$ cat src/rtl/dsi_pkg.sv
// Shared definitions for the MIPI DSI lane controllers: clock-lane states,
// default D-PHY timing counts and LP line-level encodings.
package dsi_pkg;

    typedef enum logic [3:0] {
        ST_IDLE,
        ST_LPX,
        ST_PREP,
        ST_ZERO,
        ST_PRE,
        ST_HS,
        ST_POST,
        ST_TRAIL,
        ST_EXIT
    } clk_lane_state_e;

    localparam int unsigned T_LPX_DEF         = 2;
    localparam int unsigned T_CLK_PREPARE_DEF = 2;
    localparam int unsigned T_CLK_ZERO_DEF    = 8;
    localparam int unsigned T_CLK_PRE_DEF     = 4;
    localparam int unsigned T_CLK_POST_DEF    = 8;
    localparam int unsigned T_CLK_TRAIL_DEF   = 3;
    localparam int unsigned T_HS_EXIT_DEF     = 4;
    localparam int unsigned CNT_W_DEF         = 8;

    // LP levels packed as {lp_p, lp_n}.
    localparam logic [1:0] LP11 = 2'b11;
    localparam logic [1:0] LP01 = 2'b01;
    localparam logic [1:0] LP00 = 2'b00;

    typedef struct packed {
        logic [1:0] lp;
        logic       hs_oe;
        logic       hs_toggle;
        logic       hs_ready;
        logic       busy;
    } clk_lane_out_t;

    function automatic clk_lane_out_t decode_outputs(clk_lane_state_e st);
        clk_lane_out_t o;
        o.lp        = LP00;
        o.hs_oe     = 1'b0;
        o.hs_toggle = 1'b0;
        o.hs_ready  = 1'b0;
        o.busy      = (st != ST_IDLE);
        case (st)
            ST_IDLE, ST_EXIT: o.lp = LP11;
            ST_LPX:           o.lp = LP01;
            ST_ZERO, ST_TRAIL: o.hs_oe = 1'b1;
            ST_PRE, ST_POST: begin
                o.hs_oe     = 1'b1;
                o.hs_toggle = 1'b1;
            end
            ST_HS: begin
                o.hs_oe     = 1'b1;
                o.hs_toggle = 1'b1;
                o.hs_ready  = 1'b1;
            end
            default: o.lp = LP00;
        endcase
        return o;
    endfunction

endpackage

$ cat src/rtl/dsi_clk_lane_ctrl_if.sv
// Clock-lane control bundle: request/ready handshake plus the PHY-facing
// LP levels and HS driver controls.
interface dsi_clk_lane_ctrl_if;

    logic hs_req;
    logic hs_ready;
    logic busy;
    logic clk_hs_oe;
    logic clk_hs_toggle;
    logic lp_p;
    logic lp_n;

    modport master (
        output hs_req,
        input  hs_ready, busy, clk_hs_oe, clk_hs_toggle, lp_p, lp_n
    );

    modport slave (
        input  hs_req,
        output hs_ready, busy, clk_hs_oe, clk_hs_toggle, lp_p, lp_n
    );

endinterface

$ cat src/rtl/lane_timer.sv
// Load-and-count-down interval timer; done is high whenever the count is zero
// and the count rests there until the next load.
module lane_timer #(
    parameter int unsigned CNT_W = 8
) (
    input  logic             clk,
    input  logic             rst,
    input  logic             load_i,
    input  logic [CNT_W-1:0] load_val_i,
    input  logic             dec_i,
    output logic             done_o
);

    logic [CNT_W-1:0] cnt_q;
    logic [CNT_W-1:0] cnt_d;

    always_comb begin
        cnt_d = cnt_q;
        if (load_i) begin
            cnt_d = load_val_i;
        end else if (dec_i && (cnt_q != '0)) begin
            cnt_d = cnt_q - 1'b1;
        end
    end

    // NOTE: state registers take <= so every flop samples pre-edge values.
    always_ff @(posedge clk) begin
        if (rst) begin
            cnt_q <= '0;
        end else begin
            cnt_q <= cnt_d;
        end
    end

    assign done_o = (cnt_q == '0);

endmodule

$ cat src/rtl/dsi_clk_lane_ctrl.sv
// D-PHY clock-lane sequencer: LP-11 stop state <-> continuous HS clock, with
// every timed phase lasting exactly its programmed cycle count.
module dsi_clk_lane_ctrl
    import dsi_pkg::*;
#(
    parameter int unsigned T_LPX         = T_LPX_DEF,
    parameter int unsigned T_CLK_PREPARE = T_CLK_PREPARE_DEF,
    parameter int unsigned T_CLK_ZERO    = T_CLK_ZERO_DEF,
    parameter int unsigned T_CLK_PRE     = T_CLK_PRE_DEF,
    parameter int unsigned T_CLK_POST    = T_CLK_POST_DEF,
    parameter int unsigned T_CLK_TRAIL   = T_CLK_TRAIL_DEF,
    parameter int unsigned T_HS_EXIT     = T_HS_EXIT_DEF,
    parameter int unsigned CNT_W         = CNT_W_DEF
) (
    input  logic                clk,
    input  logic                rst,
    dsi_clk_lane_ctrl_if.slave  lane
);

    localparam logic [CNT_W-1:0] LD_LPX   = CNT_W'(T_LPX - 1);
    localparam logic [CNT_W-1:0] LD_PREP  = CNT_W'(T_CLK_PREPARE - 1);
    localparam logic [CNT_W-1:0] LD_ZERO  = CNT_W'(T_CLK_ZERO - 1);
    localparam logic [CNT_W-1:0] LD_PRE   = CNT_W'(T_CLK_PRE - 1);
    localparam logic [CNT_W-1:0] LD_POST  = CNT_W'(T_CLK_POST - 1);
    localparam logic [CNT_W-1:0] LD_TRAIL = CNT_W'(T_CLK_TRAIL - 1);
    localparam logic [CNT_W-1:0] LD_EXIT  = CNT_W'(T_HS_EXIT - 1);

    clk_lane_state_e  state_q;
    clk_lane_state_e  state_d;
    clk_lane_out_t    out_q;
    logic             tmr_load;
    logic [CNT_W-1:0] tmr_val;
    logic             tmr_done;

    lane_timer #(.CNT_W(CNT_W)) u_timer (
        .clk        (clk),
        .rst        (rst),
        .load_i     (tmr_load),
        .load_val_i (tmr_val),
        .dec_i      (1'b1),
        .done_o     (tmr_done)
    );

    // NOTE: every output of this block gets a default first, so no path can infer a latch.
    always_comb begin
        state_d  = state_q;
        tmr_load = 1'b0;
        tmr_val  = '0;
        case (state_q)
            ST_IDLE: if (lane.hs_req) begin
                state_d = ST_LPX;   tmr_load = 1'b1; tmr_val = LD_LPX;
            end
            ST_LPX: if (tmr_done) begin
                state_d = ST_PREP;  tmr_load = 1'b1; tmr_val = LD_PREP;
            end
            ST_PREP: if (tmr_done) begin
                state_d = ST_ZERO;  tmr_load = 1'b1; tmr_val = LD_ZERO;
            end
            ST_ZERO: if (tmr_done) begin
                state_d = ST_PRE;   tmr_load = 1'b1; tmr_val = LD_PRE;
            end
            // A request withdrawn during entry skips HS so hs_ready never pulses.
            ST_PRE: if (tmr_done) begin
                if (lane.hs_req) begin
                    state_d = ST_HS;
                end else begin
                    state_d = ST_POST; tmr_load = 1'b1; tmr_val = LD_POST;
                end
            end
            ST_HS: if (!lane.hs_req) begin
                state_d = ST_POST;  tmr_load = 1'b1; tmr_val = LD_POST;
            end
            ST_POST: if (tmr_done) begin
                state_d = ST_TRAIL; tmr_load = 1'b1; tmr_val = LD_TRAIL;
            end
            ST_TRAIL: if (tmr_done) begin
                state_d = ST_EXIT;  tmr_load = 1'b1; tmr_val = LD_EXIT;
            end
            ST_EXIT: if (tmr_done) begin
                state_d = ST_IDLE;
            end
            default: state_d = ST_IDLE;
        endcase
    end

    // Outputs are decoded from the next state and registered alongside it,
    // so they change on the same edge as the state and never see hs_req directly.
    always_ff @(posedge clk) begin
        if (rst) begin
            state_q <= ST_IDLE;
            out_q   <= decode_outputs(ST_IDLE);
        end else begin
            state_q <= state_d;
            out_q   <= decode_outputs(state_d);
        end
    end

    assign lane.lp_p          = out_q.lp[1];
    assign lane.lp_n          = out_q.lp[0];
    assign lane.clk_hs_oe     = out_q.hs_oe;
    assign lane.clk_hs_toggle = out_q.hs_toggle;
    assign lane.hs_ready      = out_q.hs_ready;
    assign lane.busy          = out_q.busy;

endmodule
$ cat src/flat_wrapper.sv
// flat-port wrapper written by rule: the top's interface ports become plain ports
module dsi_clk_lane_ctrl_flat import dsi_pkg::*;
#(
    parameter int unsigned T_LPX         = T_LPX_DEF,
    parameter int unsigned T_CLK_PREPARE = T_CLK_PREPARE_DEF,
    parameter int unsigned T_CLK_ZERO    = T_CLK_ZERO_DEF,
    parameter int unsigned T_CLK_PRE     = T_CLK_PRE_DEF,
    parameter int unsigned T_CLK_POST    = T_CLK_POST_DEF,
    parameter int unsigned T_CLK_TRAIL   = T_CLK_TRAIL_DEF,
    parameter int unsigned T_HS_EXIT     = T_HS_EXIT_DEF,
    parameter int unsigned CNT_W         = CNT_W_DEF
)
  (clk, rst, lane_hs_req, lane_hs_ready, lane_busy, lane_clk_hs_oe, lane_clk_hs_toggle, lane_lp_p, lane_lp_n);
  dsi_clk_lane_ctrl_if lane_i ();
  input  logic clk;
  input  logic rst;
  input wire logic [$bits(lane_i.hs_req)-1:0] lane_hs_req;
  output wire logic [$bits(lane_i.hs_ready)-1:0] lane_hs_ready;
  output wire logic [$bits(lane_i.busy)-1:0] lane_busy;
  output wire logic [$bits(lane_i.clk_hs_oe)-1:0] lane_clk_hs_oe;
  output wire logic [$bits(lane_i.clk_hs_toggle)-1:0] lane_clk_hs_toggle;
  output wire logic [$bits(lane_i.lp_p)-1:0] lane_lp_p;
  output wire logic [$bits(lane_i.lp_n)-1:0] lane_lp_n;
  assign lane_i.hs_req = lane_hs_req;
  assign lane_hs_ready = lane_i.hs_ready;
  assign lane_busy = lane_i.busy;
  assign lane_clk_hs_oe = lane_i.clk_hs_oe;
  assign lane_clk_hs_toggle = lane_i.clk_hs_toggle;
  assign lane_lp_p = lane_i.lp_p;
  assign lane_lp_n = lane_i.lp_n;
  dsi_clk_lane_ctrl #(.T_LPX(T_LPX), .T_CLK_PREPARE(T_CLK_PREPARE), .T_CLK_ZERO(T_CLK_ZERO), .T_CLK_PRE(T_CLK_PRE), .T_CLK_POST(T_CLK_POST), .T_CLK_TRAIL(T_CLK_TRAIL), .T_HS_EXIT(T_HS_EXIT), .CNT_W(CNT_W)) u_core (.clk(clk), .rst(rst), .lane(lane_i));
endmodule
$ cat config.mk
export PLATFORM = sky130hd
export DESIGN_NAME = dsi_clk_lane_ctrl_flat
export DESIGN_NICKNAME = d
export VERILOG_FILES = /design/src/rtl/dsi_pkg.sv /design/src/rtl/dsi_clk_lane_ctrl_if.sv /design/src/rtl/lane_timer.sv /design/src/rtl/dsi_clk_lane_ctrl.sv /design/src/flat_wrapper.sv
export SDC_FILE = /design/constraint.sdc
export NUM_CORES = 1
export LEC_CHECK = 0
export ABC_CLOCK_PERIOD_IN_PS = 3700
export CAP_MARGIN = 15
export CORE_MARGIN = 2
export CORE_UTILIZATION = 60
export DETAILED_ROUTE_END_ITERATION = 8
export GPL_TIMING_DRIVEN = 0
export MAX_ROUTING_LAYER = met4
export PLACE_DENSITY = 0.82
export SLEW_MARGIN = 10
export SYNTH_ARGS = -nofsm -noshare
export SYNTH_HDL_FRONTEND = slang
export SYNTH_SLANG_ARGS = --single-unit
$ cat constraint.sdc
create_clock -name clk -period 3.7 [get_ports clk]
set_clock_uncertainty 0.2 [all_clocks]
set_input_delay 1.11 -clock clk [delete_from_list [all_inputs] [get_ports clk]]
set_output_delay 1.11 -clock clk [all_outputs]
set_load 0.03 [all_outputs]
## Word-level counts from Yosys, hierarchy flattened

Cells that the tools add are included.

| word-level totals | value |
|---|---|
| register bits after elaboration | 18 |
| input bits | 3 |
| logic and storage cells | 64 |
| output and inout bits | 6 |

| cells by class | value |
|---|---|
| muxes and demuxes | 30 |
| equality and inequality tests | 15 |
| reductions and logical operators | 11 |
| add/subtract/negate cells | 1 |

Operators by type and width:

| kind | count |
|---|---|
| case mux 8 bit (7 select lines) | 1 |
| 2-to-1 mux 4 bit | 9 |
| case mux 4 bit (9 select lines) | 1 |
| == test 4 x 3 -> 1 bit, second input constant | 8 |
| 2-to-1 mux 8 bit | 3 |
| == test 4 x 2 -> 1 bit, second input constant | 3 |
| OR reduction 5 bit | 2 |
| 2-to-1 mux 1 bit | 9 |
| == test 4 x 1 -> 1 bit, second input constant | 2 |
| == test 4 bit, second input constant | 2 |
| zero test 4 bit | 2 |
| zero test 8 bit | 1 |
| nonzero test 8 bit | 1 |
| subtractor 8 x 1 -> 8 bit, second input constant | 1 |
| 2-to-1 mux 2 bit | 3 |
| 2-to-1 mux 3 bit | 2 |
| case mux 1 bit (4 select lines) | 1 |
| case mux 2 bit (2 select lines) | 1 |
| nonzero test 4 bit | 1 |
| OR reduction 2 bit | 2 |
| OR reduction 3 bit | 1 |
| nonzero test 2 bit | 1 |

## Longest topological paths before layout

Gate-level depths: netlist of the first run.

| depth | value |
|---|---|
| depth after elaboration | 6 |
| gate-level depth with buffers | 7 |
| gate-level depth less buffers | 7 |

## Modules after synthesis

A second synthesis of the first run with hierarchy kept.

| unflattened totals | value |
|---|---|
| cell total of the unflattened synthesis | 136 |
| area, all modules | 1132.3 um2 |

Modules (own cells, without submodules):

| module | cells an instance | area each (um2) | instances |
|---|---|---|---|
| dsi_clk_lane_ctrl | 77 | 616.8 | 1 |
| lane_timer | 59 | 515.5 | 1 |

## Worst setup path after synthesis of the first run

Ideal clock, no wire load.

| timing | value |
|---|---|
| path kind | in2reg |
| start | input lane_hs_req |
| end | register u_core.u_timer.cnt_q[2] |
| path buffers | 0 |
| required time | 3.405 ns |
| path slack | 1.288 ns |
| stages on the path | 4 |
| arrival time | 2.116 ns |
| path through | or4b_2 > o31ai_1 > o21ai_0 > a221oi_1 |

| on the way | value |
|---|---|
| cells in the longest elaborated chain, start to end | 4 |
| elaborated cells on any way between the ends | 9 |
| classes of those cells | 8 x mux; 1 x reduce/logical |

Ends and longest elaborated chain:

| what | RTL line | text |
|---|---|---|
| start: declaration | flat_wrapper.sv:17 | `input wire logic [$bits(lane_i.hs_req)-1:0] lane_hs_req;` |
| 2-to-1 mux 3 bit or 2-to-1 mux 1 bit (tied branches) | dsi_clk_lane_ctrl.sv:64, dsi_clk_lane_ctrl.sv:70 |  |
| 2-to-1 mux 8 bit or 2-to-1 mux 1 bit (tied branches) | dsi_clk_lane_ctrl.sv:63 | `ST_PRE: if (tmr_done) begin` |
| case mux 8 bit (7 select lines) or case mux 1 bit (4 select lines) (tied branches) | dsi_clk_lane_ctrl.sv:49 | `case (state_q)` |
| 2-to-1 mux 8 bit or nonzero test 2 bit (tied branches) | - |  |
| end signal: assignment | lane_timer.sv:31 | `cnt_q <= cnt_d;` |
| end: declaration | lane_timer.sv:14 | `logic [CNT_W-1:0] cnt_q;` |

Several ways; a longest one is shown, not always the timed one.
A chain may end at the register's enable or synchronous reset.

## Final worst setup path of the first run

| timing | value |
|---|---|
| start | input lane_hs_req |
| end | register u_core.u_timer.cnt_q[1] |

The elaborated chain is that of the path after synthesis.

==> impl_metrics.env, run 1 <==
export IMPL_critical_path_max_stage_delay_ns=0.64
export IMPL_holdBufCountCts=0
export IMPL_synth_ff_type="dfxtp_1"
export IMPL_die_height_um=46.1
export IMPL_p_leak_nw=0.427
export IMPL_required_ns=3.68
export IMPL_cts_buffers=3
export IMPL_cts_tree="yes"
export IMPL_max_clock_path_buffers=2
export IMPL_tns_ns=0
export IMPL_start_kind="primary input"
export IMPL_min_period_ns=2.88
export IMPL_area_delta_synth_final_pct=13.0
export IMPL_status="completed"
export IMPL_vias=1048
export IMPL_num_nets_final=145
export IMPL_grt_max_degree=11
export IMPL_ys_seq_area_share_pct=34.0
export IMPL_cp_max_fo=9
export IMPL_maxCapViolCount=0
export IMPL_start_util_pct=62.8
export IMPL_ioPinCount=9
export IMPL_ctsResizeCount=0
export IMPL_rsz0062_at_grt="no"
export IMPL_htree_levels=1
export IMPL_grt_pass1_vias=875
export IMPL_slew_headroom_pct=59.2
export IMPL_clock_sinks=18
export IMPL_placedCellCount=153
export IMPL_n_antenna_cell=0
export IMPL_cp_cell_sequence="clkdlybuf4s50_1, nor4_1, a311o_1, o21bai_1, o22ai_1"
export IMPL_synthCells=128
export IMPL_final_util_pct=71.0
export IMPL_slew_violations=0
export IMPL_wire_per_inst_um=16.0
export IMPL_grt_pass1_wl_um=3820
export IMPL_dieArea_um2=2120
export IMPL_setup_viol=0
export IMPL_cp_end_kind="register"
export IMPL_crit_family="compound AO/OA/AOI/OAI gates"
export IMPL_crit_path_top_delay_cell="clkdlybuf4s50_1"
export IMPL_vdd_ir_drop_max_mv=0.465
export IMPL_drtPass1Iterations=4
export IMPL_async_reset_ff_share_pct=0
export IMPL_ant_nets=0
export IMPL_clk_pin_slew_worst_paths_ns=0.10
export IMPL_worstSetupPathType="primary input to register"
export IMPL_antenna_found_initial=0
export IMPL_track_usage_pct=25.9
export IMPL_crit_buf_inv=1
export IMPL_place_gp_congestion=0.954
export IMPL_drc=0
export IMPL_drt_iter0_markers=59
export IMPL_arrival_ns=2.86
export IMPL_clk_latency_ns=0.30
export IMPL_port_buffer_count=8
export IMPL_synthesis_nets=132
export IMPL_dp_hpwl_um=1770
export IMPL_fmax_ghz=0.347
export IMPL_hp_class="register to register"
export IMPL_drive_gt1_share_pct=9.29
export IMPL_p_per_area_nw_per_um2=972
export IMPL_finalNonFillerCells=157
export IMPL_synthDistinctLibCells=45
export IMPL_worst_hold_slack_ns=0.333
export IMPL_root_buffer="clkbuf_4"
export IMPL_synth_ff_latch_count=18
export IMPL_synth_area_um2=1060
export IMPL_period_share_pct=77.9
export IMPL_rows=15
export IMPL_synth_edf_count=0
export IMPL_tightest_slew_ns=0.604
export IMPL_avgSynthCellArea_um2=8.29
export IMPL_die_x_um=46.1
export IMPL_core_region_area_um2=1690
export IMPL_vias_per_cell=6.68
export IMPL_grt_ovfl_total=0
export IMPL_postCtsSetupRepairBufs=0
export IMPL_ys_warn_count=0
export IMPL_finalHoldViolCount=0
export IMPL_finalWirelength_um=2510
-- tightest hold or removal path: cells and delay by family (launching register included) --
| kind | cells | cell delay [ns] |
|---|---|---|
| simple gates | 1 | 0.08 |
| compound gates | 1 | 0.06 |
| flops | 1 | 0.36 |
-- power breakdown --
group / internal [W] / switching [W] / leakage (nW)
clock: 0.0000601 / 0.0000631 / 0.0210
combinational: 0.000292 / 0.000449 / 0.258
sequential: 0.000251 / 0.0000501 / 0.147
-- state kept, by name, indices dropped and copies added (netlist names) --
signal and count:
u_core.lane.clk_hs_toggle 1, u_core.state_q 4, u_core.lane.lp_n 1, u_core.lane.hs_ready 1
u_core.lane.clk_hs_oe 1, u_core.u_timer.cnt_q 8, u_core.lane.busy 1, u_core.lane.lp_p 1
-- routing by layer --
layer | GRT usage [%] | vias up | wire, um
li1 | - | 505 | -
met1 | 29.5 | 477 | 1100
met2 | 42.5 | 58 | 1160
met3 | 8.63 | 8 | 208
met4 | 8.57 | 0 | 47
met5 | - | - | 0
-- path summary, 6_finish.rpt --
path	endpoint	slack, ns	from	depth (start not counted)
hold / removal	u_core.u_timer.cnt_q[6]$_SDFFE_PP0P_	0.33	u_core.u_timer.cnt_q[7]$_SDFFE_PP0P_	2
setup / recovery	u_core.u_timer.cnt_q[1]$_SDFFE_PP0P_	0.82	lane_hs_req	5
setup reg to reg	u_core.lane.lp_n$_SDFF_PP1_	1.33	u_core.u_timer.cnt_q[0]$_SDFFE_PP0P_	7
hold reg to reg	u_core.u_timer.cnt_q[6]$_SDFFE_PP0P_	0.33	u_core.u_timer.cnt_q[7]$_SDFFE_PP0P_	2
-- logic make-up after synthesis --
| family | Yosys count | synth area share (%) |
|---|---|---|
| DFF | 18 | 34.0 |
| adders and majority gates | 1 | 1.18 |
| buffers and inverters | 17 | 6.25 |
| AOI/OAI and AO/OA | 43 | 27.9 |
| and+or+nand+nor | 42 | 24.9 |
| xor gates and xnor gates | 7 | 5.78 |
-- synthesized netlist by cell type (all sizes together), types with 3 or more instances --
master / instances / area, um^2
dfxtp: 18 / 360
nor2: 10 / 45.0
o21ai: 10 / 50.1
a21oi: 9 / 45.0
clkbuf: 8 / 30.0
inv: 7 / 26.3
nor3: 6 / 30.0
xnor2: 6 / 52.6
a211o: 3 / 26.3
a311oi: 3 / 26.3
nand4: 3 / 18.8
nor2b: 3 / 18.8
nor4: 3 / 25.0
-- through the flow --
stage / cell area, um^2 / total power [W] / setup WS (ns)
finish: 1200 / 0.00117 / 0.819
global placement: 1160 / 0.00102 / 0.526
CTS: 1200 / 0.00115 / 0.827
floorplan: 1060 / 0.000866 / 1.29
global route: 1200 / 0.00124 / 0.744
detailed placement: 1160 / 0.00102 / 0.504
-- cell usage in the layout (no fill, tap or decap), drive strengths merged, types with 3 or more instances in the layout --
| master | count |
|---|---|
| nand4 | 3 |
| inv | 7 |
| a21oi | 9 |
| clkdlybuf4s50 | 8 |
| xnor2 | 6 |
| nor3 | 6 |
| dfxtp | 18 |
| clkbuf | 12 |
| a311oi | 3 |
| o21ai | 10 |
| nor2b | 3 |
| nor2 | 10 |
| a211o | 3 |
| nor4 | 3 |
-- area by class of cell --
cell class	instances	area, um^2
Buffer	10	40.0
Clock buffer	4	36.3
Fill cell	125	490
Inverter	7	26.3
Multi-Input combinational cell	93	634
Sequential cell	18	360
Tap cell	17	21.3
Timing Repair Buffer	8	80.1
Note: power is estimated with default switching activity, not from simulation.
==> inputs of run 2 (changes only) <==
--- a/config.mk
+++ b/config.mk
@@ -5,14 +5,14 @@
 export SDC_FILE = /design/constraint.sdc
 export NUM_CORES = 1
 export LEC_CHECK = 0
-export ABC_CLOCK_PERIOD_IN_PS = 3700
+export ABC_CLOCK_PERIOD_IN_PS = 2900
 export CAP_MARGIN = 15
 export CORE_MARGIN = 2
-export CORE_UTILIZATION = 60
+export CORE_UTILIZATION = 56
 export DETAILED_ROUTE_END_ITERATION = 8
 export GPL_TIMING_DRIVEN = 0
 export MAX_ROUTING_LAYER = met4
-export PLACE_DENSITY = 0.82
+export PLACE_DENSITY = 0.78
 export SLEW_MARGIN = 10
 export SYNTH_ARGS = -nofsm -noshare
 export SYNTH_HDL_FRONTEND = slang
==> constraint.sdc (replaced) <==
create_clock -name clk -period 2.9 [get_ports clk]
set_clock_uncertainty 0.2 [all_clocks]
set_input_delay 0.87 -clock clk [delete_from_list [all_inputs] [get_ports clk]]
set_output_delay 0.87 -clock clk [all_outputs]
set_load 0.03 [all_outputs]
==> impl_metrics.env, run 2 (same netlist as run 1, synthesis figures left out) <==
export IMPL_clock_sinks=18
export IMPL_final_util_pct=69.2
export IMPL_p_leak_nw=0.427
export IMPL_dpl_cell_area_um2=1170
export IMPL_root_buffer="clkbuf_4"
export IMPL_cp_max_fo=9
export IMPL_largest_reg_flops=8
export IMPL_track_usage_pct=27.2
export IMPL_wire_per_inst_um=15.1
export IMPL_slew_violations=0
export IMPL_hp_class="register to register"
export IMPL_cp_end_kind="register"
export IMPL_max_clock_path_buffers=2
export IMPL_cts_buffers=3
export IMPL_final_area_um2=1210
export IMPL_num_nets_final=145
export IMPL_die_height_um=47.5
export IMPL_start_util_pct=60.8
export IMPL_cts_tree="yes"
export IMPL_rsz0062_at_grt="no"
export IMPL_finalWirelength_um=2490
export IMPL_start_kind="primary input"
export IMPL_pwr_share_comb_pct=63.5
export IMPL_dp_hpwl_um=1760
export IMPL_grt_pass1_vias=964
export IMPL_rows=15
export IMPL_area_delta_synth_final_pct=13.9
export IMPL_die_x_um=47.5
export IMPL_required_ns=2.89
export IMPL_setup_viol=0
export IMPL_regMostFlops="u_core.u_timer.cnt_q"
export IMPL_core_region_area_um2=1750
export IMPL_worstSetupPathType="primary input to register"
export IMPL_tightest_slew_ns=0.566
export IMPL_slew_headroom_pct=62.2
export IMPL_fillers=147
export IMPL_hold_depth=2
export IMPL_grt_max_degree=11
export IMPL_grt_pass1_wl_um=4190
export IMPL_ant_nets=0
export IMPL_clk_latency_ns=0.31
export IMPL_finalHoldViolCount=0
export IMPL_htree_levels=1
export IMPL_intPower_w=0.000770
export IMPL_swShare_pct=48.6
export IMPL_final_common_cell="dfxtp_1"
export IMPL_period_share_pct=92.8
export IMPL_port_buffer_count=8
export IMPL_postCtsSetupRepairBufs=0
export IMPL_switching_power_w=0.000729
export IMPL_fmax_ghz=0.372
export IMPL_top_regs="u_core.u_timer.cnt_q (8), u_core.state_q (4)"
export IMPL_p_per_area_nw_per_um2=1240
export IMPL_maxCapViolCount=0
export IMPL_drt_iter0_markers=77
export IMPL_dieArea_um2=2260
export IMPL_clkPwrFrac_pct=10.8
export IMPL_pwr_share_seq_pct=25.7
export IMPL_n_antenna_cell=0
export IMPL_arrival_ns=2.68
export IMPL_min_period_ns=2.69
export IMPL_drtPass1Iterations=4
export IMPL_vdd_ir_drop_max_mv=0.910
export IMPL_antenna_found_initial=0
export IMPL_reg2regPathDepth=7
export IMPL_clk_pin_slew_worst_paths_ns=0.11
export IMPL_status="completed"
export IMPL_vias=1040
export IMPL_tns_ns=0
export IMPL_drive_gt1_share_pct=9.29
export IMPL_ctsResizeCount=0
export IMPL_grt_ovfl_total=0
export IMPL_holdBufCountCts=0
export IMPL_ioPinCount=9
export IMPL_final_cell_mix="dfxtp_1 (18), o21ai_0 (10), a21oi_1 (9), nor2_1 (9)"
export IMPL_vias_per_cell=6.30
export IMPL_drc=0
export IMPL_place_gp_congestion=0.914
[run 2: cell type report]
type / instances / area [um^2] / share of cell area (%)
clock buffers: 4 / 36.3 / 3.00
repair buffers: 8 / 80.1 / 6.63
flip-flops and latches: 18 / 360 / 29.8
well taps: 25 / 31.3 / 2.59
inverters: 7 / 26.3 / 2.17
multi-input cells: 93 / 634 / 52.5
plain buffers: 10 / 40.0 / 3.31
[run 2: path summary, 6_finish.rpt]
check / from / to / slack, ns
max: lane_hs_req / u_core.u_timer.cnt_q[1]$_SDFFE_PP0P_ / 0.21
min: u_core.u_timer.cnt_q[7]$_SDFFE_PP0P_ / u_core.u_timer.cnt_q[6]$_SDFFE_PP0P_ / 0.34
max reg2reg: u_core.u_timer.cnt_q[0]$_SDFFE_PP0P_ / u_core.lane.lp_n$_SDFF_PP1_ / 0.55
min reg2reg: u_core.u_timer.cnt_q[7]$_SDFFE_PP0P_ / u_core.u_timer.cnt_q[6]$_SDFFE_PP0P_ / 0.34
[run 2: power by group through the flow]
| stage | combinational, W | sequential, W | clock (W) |
|---|---|---|---|
| global placement | 0.000912 | 0.000385 | 0 |
| global route | 0.00105 | 0.000396 | 0.000171 |
| CTS | 0.000937 | 0.000383 | 0.000163 |
| floorplan | 0.000687 | 0.000417 | 0 |
| finish | 0.000952 | 0.000385 | 0.000162 |
| detailed placement | 0.000931 | 0.000389 | 0 |
[run 2: stage by stage]
step | hold WS (ns) | std cells | total power, W | setup WS, ns
after floorplan | 0.285 | 128 | 0.00110 | 0.728
after global placement | 0.310 | 161 | 0.00130 | -0.0621
after detailed placement | 0.323 | 161 | 0.00132 | -0.0434
after CTS | 0.341 | 165 | 0.00148 | 0.275
after global routing | 0.374 | 165 | 0.00162 | 0.157
final | 0.338 | 165 | 0.00150 | 0.208
[run 2: layer usage]
| metal | up-vias | wire length, um | part of all wire, % | GRT usage, % |
|---|---|---|---|---|
| met5 | - | 0 | 0 | - |
| met4 | 0 | 55 | 2.2 | 11.1 |
| met3 | 7 | 221 | 8.9 | 6.42 |
| met2 | 48 | 1090 | 44 | 38.6 |
| met1 | 476 | 1120 | 45 | 36.8 |
| li1 | 509 | - | - | - |
[run 2: worst max-delay path, stage by stage]
cell and delay, ns:
clkdlybuf4s50_1 0.64, nor4_1 0.13, a311o_1 0.38, o21bai_1 0.49, o22ai_1 0.17
